**src/rtl/shift_arbiter.sv**
```systemverilog
// Round-robin arbiter that lets two requesters share one combinational 32-bit shifter.
// Each operation runs as accept -> issue -> response, with one operation in flight at a time.
module shift_arbiter #(
    parameter int PRIO_INIT = 0,
    parameter int CNT_W     = 16
) (
    input  logic             clk,
    input  logic             rst_n,
    input  logic             req0_valid,
    output logic             req0_ready,
    input  logic [1:0]       req0_op,
    input  logic [31:0]      req0_data,
    input  logic [4:0]       req0_amt,
    input  logic             req1_valid,
    output logic             req1_ready,
    input  logic [1:0]       req1_op,
    input  logic [31:0]      req1_data,
    input  logic [4:0]       req1_amt,
    output logic [31:0]      sh_in,
    output logic [4:0]       sh_amt,
    output logic             sh_lsl,
    output logic             sh_lsr,
    output logic             sh_asr,
    input  logic [31:0]      sh_out,
    output logic             rsp_valid,
    input  logic             rsp_ready,
    output logic [31:0]      rsp_data,
    output logic             rsp_id,
    output logic             rsp_err,
    output logic [CNT_W-1:0] ops_done
);

    typedef enum logic [1:0] {IDLE, ISSUE, RESP} state_t;

    localparam logic PTR_INIT = 1'(PRIO_INIT != 0);
    localparam logic [1:0] OP_LSL = 2'b00;
    localparam logic [1:0] OP_LSR = 2'b01;
    localparam logic [1:0] OP_ASR = 2'b10;
    localparam logic [1:0] OP_ILL = 2'b11;

    state_t      state;
    logic        ptr;
    logic [1:0]  op_r;
    logic [31:0] data_r;
    logic [4:0]  amt_r;
    logic        id_r;

    logic        grant0;
    logic        grant1;
    logic [1:0]  sel_op;
    logic [31:0] sel_data;
    logic [4:0]  sel_amt;

    // A lone valid requester wins; on contention the pointer decides.
    assign grant0 = req0_valid & (~req1_valid | ~ptr);
    assign grant1 = req1_valid & (~req0_valid |  ptr);

    // ready is forced low while reset is held, even though the state already reads IDLE.
    assign req0_ready = rst_n & (state == IDLE) & grant0;
    assign req1_ready = rst_n & (state == IDLE) & grant1;

    assign sel_op   = grant1 ? req1_op   : req0_op;
    assign sel_data = grant1 ? req1_data : req0_data;
    assign sel_amt  = grant1 ? req1_amt  : req0_amt;

    assign sh_in  = data_r;
    assign sh_amt = amt_r;

    // NOTE: sequential state uses non-blocking assignments so every register samples pre-edge values.
    always_ff @(posedge clk or negedge rst_n) begin
        if (!rst_n) begin
            state     <= IDLE;
            ptr       <= PTR_INIT;
            op_r      <= '0;
            data_r    <= '0;
            amt_r     <= '0;
            id_r      <= 1'b0;
            sh_lsl    <= 1'b0;
            sh_lsr    <= 1'b0;
            sh_asr    <= 1'b0;
            rsp_valid <= 1'b0;
            rsp_data  <= '0;
            rsp_id    <= 1'b0;
            rsp_err   <= 1'b0;
            ops_done  <= '0;
        end else begin
            case (state)
                IDLE: begin
                    if (grant0 | grant1) begin
                        op_r   <= sel_op;
                        data_r <= sel_data;
                        amt_r  <= sel_amt;
                        id_r   <= grant1;
                        ptr    <= ~grant1;
                        // Strobes are registered here so they are high for the whole ISSUE cycle.
                        sh_lsl <= (sel_op == OP_LSL);
                        sh_lsr <= (sel_op == OP_LSR);
                        sh_asr <= (sel_op == OP_ASR);
                        state  <= ISSUE;
                    end
                end
                ISSUE: begin
                    sh_lsl    <= 1'b0;
                    sh_lsr    <= 1'b0;
                    sh_asr    <= 1'b0;
                    rsp_data  <= (op_r == OP_ILL) ? '0 : sh_out;
                    rsp_err   <= (op_r == OP_ILL);
                    rsp_id    <= id_r;
                    rsp_valid <= 1'b1;
                    state     <= RESP;
                end
                RESP: begin
                    if (rsp_ready) begin
                        rsp_valid <= 1'b0;
                        ops_done  <= ops_done + 1'b1;
                        state     <= IDLE;
                    end
                end
                default: state <= IDLE;
            endcase
        end
    end

endmodule

```
**config.mk**
```make
export PLATFORM = sky130hd
export DESIGN_NAME = shift_arbiter
export DESIGN_NICKNAME = d
export VERILOG_FILES = /design/src/rtl/shift_arbiter.sv
export SDC_FILE = /design/constraint.sdc
export NUM_CORES = 1
export LEC_CHECK = 0
export CAP_MARGIN = 40
export CORE_UTILIZATION = 41
export CTS_BUF_LIST = sky130_fd_sc_hd__clkbuf_8
export DETAILED_ROUTE_END_ITERATION = 12
export HOLD_SLACK_MARGIN = 0.05
export PLACE_DENSITY = 0.83
export SYNTH_ARGS = -nofsm -noshare
export SYNTH_HDL_FRONTEND = slang
export SYNTH_SLANG_ARGS = --single-unit
```
**constraint.sdc**
```tcl
create_clock -name clk -period 2 [get_ports clk]
set_clock_uncertainty 0.15 [all_clocks]
set_input_delay 0.4 -clock clk [delete_from_list [all_inputs] [get_ports clk]]
set_output_delay 0.4 -clock clk [all_outputs]
set_load 0.02 [all_outputs]
```
==> run_results.csv, run 1 <==
group,metric,value,unit
placed_design,dp_hpwl,8110,um
setup_path,cp.arrival,1.43,ns
sta,max_freq,505,MHz
sta,setup_ws,0.0187,ns
setup_path,cp-end-kind,"output pin",
cts,htreeDepth,3,
die,die_h,100,um
setup_path,crit_fanout,4,
routing,wire_per_inst,16.9,um
cts,cts_buffers,9,
die,io_pins,208,
final_layout,final_cell_mix,"194 x clkdlybuf4s50_1, 97 x dfrtp_1, 38 x and2_1, 37 x a221o_1, 32 x a22o_1",
synthesis,yosysWarnings,0,
power,ir_worst_vdd,0.000771,V
global_route,grt_first_pass_wirelength,17600,um
sta,relSlewSlack,45.4,%
sta,final_period_minus_worst_setup_slack,1.98,ns
hold_path,hold_path_depth,1,
final_layout,syn2layout_area_growth,63.5,%
hold_path,min_from,"id_r",
sta,whs,0.333,ns
sta,setup_tns,0,ns
global_route,antenna_found_initial,0,
final_layout,fin_util,69.6,%
power,power.total,9.47,mW
setup_path,cp-start-kind,"input port",
setup_path,rrSetupSlack,0.30,ns
synthesis,synth.distinct_cells,32,
final_layout,final_common_cell,"clkdlybuf4s50_1",
cts,cts_root_buffer,"clkbuf_8",
setup_path,cp.required,1.45,ns
power,p_per_area,1460,nW/um2
synthesis,syn-cell-area,3970,um2
cts,cts_tree,"done",
setup_path,path_buf_inv,3,
cts,numClockSinks,97,
global_route,grt_pass1_vias,3581,
routing,wl,11200,um
setup_path,timing.rr.start,"ops_done[0]",
final_layout,drive_gt1_share,9.23,%
setup_path,worstSetupPathType,"input port to output pin",
routing,vias,3394,
routing,dr.pass1.iters,4,
global_route,grt_usage,22.7,%
synthesis,syn_avg_cell_area,13.0,um2
sta,tightest_slew,0.819,ns
routing,drtIter0Drc,92,
die,rows,35,
cts,cts_buffer_depth,2,
setup_path,cpMostUsedCell,"buf_4",
synthesis,syn_inst,306,
sta,rsz0062_at_grt,"true",
hold_path,hp-class,"flip-flop to flip-flop",
hold_path,whs_endpoint,"id_r",
die,dieArea,10100,um2
flow_run,maxCapViolations,0,
placed_design,place_congestion,0.747,
die,die_w,100,um
sta,final_hold_viol_count,0,
power,p_leak,2.91,nW
global_route,globalRouteOverflowTotal,0,
synthesis,synthesis.nets,422,
setup_path,crit_slowest_cell,"dlygate4sd3_1",
setup_path,slowest_delay,0.57,ns
setup_path,r2r_cells,5,
setup_path,path_delay_family,"buffers and inverters",
placed_design,numPortBuffers,207,
sta,drv_slew,0,
die,core_area,9330,um2
setup_path,r2r_end,"ops_done[12]",
routing,ant_nets,0,
synthesis,seq_area_frac_synth,61.2,%
cts,clk_pin_slew,0.08,ns
sta,fin_crit_sh,99.1,%
placed_design,post-place-ws,-0.546,ns
synthesis,synth-seq-cells,97,
setup_path,critical_path.cell_chain,"dlygate4sd3_1 -> buf_4 -> and2_1 -> buf_4",
run_status,status,"finished clean",
sta,setup_viol,0,
final_layout,diodes,0,
die,initial_core_util,42.5,%
routing,drc,0,
routing,via_per_inst,5.14,
cts,clkLatencyLatePin,0.35,ns
final_layout,nNetsFinal,642,
global_route,grt_max_degree,67,
==> flip-flops by register name, indices dropped and copies added, names as in the netlist <==
signal     cells
op_r           2
ptr            1
id_r           1
rsp_valid      1
rsp_id         1
rsp_err        1
state          2
sh_lsl         1
sh_lsr         1
rsp_data      32
sh_amt         5
ops_done      16
sh_in         32
sh_asr         1
==> power by group <==
part           total [mW]  switching (mW)  internal [mW]
Combinational        5.01            2.40           2.61
Clock                1.17           0.681          0.489
Sequential           3.29           0.493           2.79
==> logic make-up (layout without fill, tap and decap cells) <==
family | count (synthesis) | after routing | share of synthesized area [%]
flip-flops | 97 | 97 | 61.2
AO/OA/AOI/OAI | 87 | 87 | 19.2
AND/OR/NAND/NOR | 76 | 76 | 11.3
buffers and inverters | 23 | 248 | 2.87
XOR/XNOR | 15 | 15 | 3.31
multiplexers | 7 | 7 | 1.83
adder cells (fa/ha/maj) | 1 | 1 | 0.315
==> cell type report <==
type,instances,area (um2)
clock buffers,10,138
clock inverters,6,42.5
fillers,706,2840
inverters,4,15.0
multi-input cells,186,1450
flip-flops and latches,97,2430
well taps,129,161
repair buffers,228,2260
==> worst max-delay path by stage <==
stage / from / to / slack (ns) / depth (start not counted)
2_1_floorplan: state[0] / req0_ready / 0.04 / 6
3_3_place_gp: req1_valid / req1_ready / -0.54 / 5
3_5_place_dp: req1_valid / req1_ready / -0.55 / 5
4_1_cts: state[0] / req1_ready / 0.004 / 4
5_1_grt: state[0] / req1_ready / -0.005 / 4
6_report: rst_n / req0_ready / 0.02 / 4
==> metrics by stage <==
| step | instance area, um2 | instances |
|---|---|---|
| 3_3_place_gp | 6280 | 642 |
| 6_report | 6490 | 660 |
| 2_1_floorplan | 3970 | 306 |
| 3_5_place_dp | 6280 | 642 |
| 4_1_cts | 6460 | 659 |
| 5_1_grt | 6490 | 660 |
==> synth_stat cells, drive strengths merged <==
master | count | share of area (%)
xnor2 | 10 | 2.2
mux2i | 5 | 1.3
and4 | 2 | 0.44
o21ai | 8 | 1.4
nand4 | 6 | 0.95
nor3 | 2 | 0.38
buf | 11 | 1.7
nand2b | 2 | 0.32
nand3 | 5 | 0.63
xor2 | 5 | 1.1
and2 | 39 | 6.1
nand4b | 1 | 0.22
clkbuf | 8 | 0.76
nor2 | 6 | 0.57
inv | 4 | 0.38
a21o | 2 | 0.38
nand2 | 6 | 0.57
a22o | 32 | 7.1
nor2b | 4 | 0.63
dfrtp | 97 | 61
a21oi | 8 | 1.0
and3 | 3 | 0.47
mux2 | 2 | 0.57
a221o | 37 | 9.3
ha | 1 | 0.32
==> repair_timing <==
| item | CTS | global route |
|---|---|---|
| buffers inserted | 0 | 1 |
| cloned | 0 | 0 |
| gates resized for setup | 13 | 11 |
| pin swaps | 0 | 1 |
| setup endpoints to repair | 4 | 8 |
| endpoints found under the hold margin | 31 | 0 |
| hold buffers | 1 | 0 |
==> metal layers <==
layer	wire, um	share of wire [%]	track usage (%)	vias up
li1	-	-	-	1572
met1	4480	40	27.7	1667
met2	5750	51	39.4	141
met3	773	6.9	5.36	14
met4	159	1.4	7.47	0
met5	0	0	0	-
Note: power is estimated with default switching activity, not from simulation.
==> inputs of run 2 (changes only) <==
--- a/config.mk
+++ b/config.mk
@@ -5,7 +5,6 @@
 export SDC_FILE = /design/constraint.sdc
 export NUM_CORES = 1
 export LEC_CHECK = 0
-export CAP_MARGIN = 40
 export CORE_UTILIZATION = 41
 export CTS_BUF_LIST = sky130_fd_sc_hd__clkbuf_8
 export DETAILED_ROUTE_END_ITERATION = 12
==> results of run 2 <==
Final layout, timing and power as in run 1 (identical DEF).
==> inputs of run 3 (changes only) <==
--- a/config.mk
+++ b/config.mk
@@ -7,9 +7,10 @@
 export LEC_CHECK = 0
 export CORE_UTILIZATION = 41
 export CTS_BUF_LIST = sky130_fd_sc_hd__clkbuf_8
+export CTS_CLUSTER_DIAMETER = 40
 export DETAILED_ROUTE_END_ITERATION = 12
 export HOLD_SLACK_MARGIN = 0.05
-export PLACE_DENSITY = 0.83
+export PLACE_DENSITY_LB_ADDON = 0.05
 export SYNTH_ARGS = -nofsm -noshare
 export SYNTH_HDL_FRONTEND = slang
 export SYNTH_SLANG_ARGS = --single-unit
==> run_results.csv, run 3 (synthesis gave the netlist of run 1 again) <==
group,metric,value,unit
setup_path,cp-start-kind,"input port",
power,power.share.sequential,34.6,%
power,p_leak,2.97,nW
power,power.total,9.50,mW
routing,ant_nets,0,
sta,drv_slew,0,
final_layout,register_area,2430,um2
routing,drtIter0Drc,118,
final_layout,final_cell_mix,"189 x clkdlybuf4s50_1, 97 x dfrtp_1, 37 x and2_1, 37 x a221o_1, 32 x a22o_1",
final_layout,design_area,6510,um2
final_layout,drive_gt1_share,9.26,%
run_status,status,"finished clean",
setup_path,worstSetupPathType,"input port to output pin",
power,swShare,37.9,%
cts,clkLatencyLatePin,0.35,ns
global_route,grt_first_pass_wirelength,17000,um
die,dieArea,10100,um2
routing,vias,3342,
cts,cts_buffer_depth,2,
setup_path,crit_fanout,4,
power,p_per_area,1460,nW/um2
global_route,globalRouteOverflowTotal,0,
global_route,grt_usage,21.8,%
sta,setup_ws,0.0305,ns
cts,clk_pin_slew,0.08,ns
sta,setup_viol,0,
placed_design,dp_hpwl,7870,um
sta,final_period_minus_worst_setup_slack,1.97,ns
die,core_area,9330,um2
setup_path,cp-end-kind,"output pin",
power,ir_worst_vdd,0.000817,V
routing,wl,10800,um
die,io_pins,208,
final_layout,final_common_cell,"clkdlybuf4s50_1",
routing,wire_per_inst,16.4,um
placed_design,post-place-ws,-0.573,ns
cts,cts_tree,"done",
power,internal_power,5.90,mW
setup_path,cp.arrival,1.42,ns
die,rows,35,
setup_path,cp.required,1.45,ns
die,die_w,100,um
placed_design,place_congestion,0.730,
final_layout,nFillCells,701,
final_layout,nNetsFinal,640,
setup_path,rrSetupSlack,0.33,ns
sta,rsz0062_at_grt,"true",
global_route,grt_pass1_vias,3354,
cts,numClockSinks,97,
cts,cts_buffers,9,
sta,setup_tns,0,ns
die,die_h,100,um
die,initial_core_util,42.5,%
final_layout,syn2layout_area_growth,64.2,%
flow_run,maxCapViolations,0,
sta,max_freq,508,MHz
placed_design,numPortBuffers,207,
routing,drc,0,
placed_design,place_area,6270,um2
final_layout,multiInputGateArea,1460,um2
power,power.share.clock,12.7,%
power,net-switching-power,3.60,mW
cts,cts_root_buffer,"clkbuf_8",
sta,fin_crit_sh,98.5,%
cts,post_cts_buffers,0,
hold_path,hp-class,"flip-flop to flip-flop",
routing,dr.pass1.iters,4,
power,combPwrFrac,52.6,%
routing,via_per_inst,5.08,
sta,relSlewSlack,65.8,%
cts,htreeDepth,3,
sta,final_hold_viol_count,0,
global_route,antenna_found_initial,0,
global_route,grt_max_degree,59,
final_layout,diodes,0,
sta,tightest_slew,0.513,ns
-- run 3: cell types whose count changed in the layout (fill, tap and decap cells not counted), sizes merged --
cell and delta:
dlymetal6s2s +4, inv +1, dlygate4sd2 +1, clkinv -3
clkinvlp +2, buf -2, clkdlybuf4s50 -5
-- run 3: critical path, cell delays in order --
cell	delay (ns)
dlygate4sd3_1	0.57
buf_4	0.17
and2_4	0.15
buf_6	0.12
-- run 3: cell type report --
class	count	area share [%]
multi-input combinational	186	22.5
timing repair buffer	226	34.7
tap	129	2.48
inverter	4	0.231
sequential	97	37.3
clock buffer	10	2.11
clock inverter	6	0.768
-- run 3: metal layers --
metal	up-vias	track usage [%]	routed length, um
li1	1577	-	-
met2	115	36.2	5410
met4	0	6.80	114
met5	-	0	0
met1	1642	28.3	4660
met3	8	5.36	637
-- run 3: metrics by stage --
step                      std cells  hold WS [ns]  utilization, %
after global placement          641         0.207            67.2
after detailed placement        641         0.203            67.2
after global routing            658         0.338            69.8
after CTS                       658         0.336            69.3
final                           658         0.329            69.8
after floorplan                 306       -0.0456               -
-- run 3: timing repair --
item                       in CTS  in global routing
hold buffers                    1                  0
resized for setup              16                 19
pin swaps                       0                  2
setup endpoints to repair       5                 70
cloned                          0                  0
hold endpoints to repair       39                  0
-- run 3: power groups by stage --
stage	Sequential (mW)	Clock, mW	Combinational (mW)
final	3.29	1.21	5.00
after detailed placement	3.29	0	5.02
after CTS	3.29	1.25	5.03
after global routing	3.39	1.34	5.36
after floorplan	4.19	0	1.71
after global placement	3.28	0	4.92
-- run 3: path summary, 6_finish.rpt --
| kind | cells after the start | to | from |
|---|---|---|---|
| min reg2reg | 1 | id_r | id_r |
| max reg2reg | 5 | ops_done[10] | state[0] |
| min in group asynchronous | 3 | sh_in[21] | rst_n |
| max | 4 | req0_ready | rst_n |
| min | 1 | id_r | id_r |
| max in group asynchronous | 4 | sh_in[23] | rst_n |
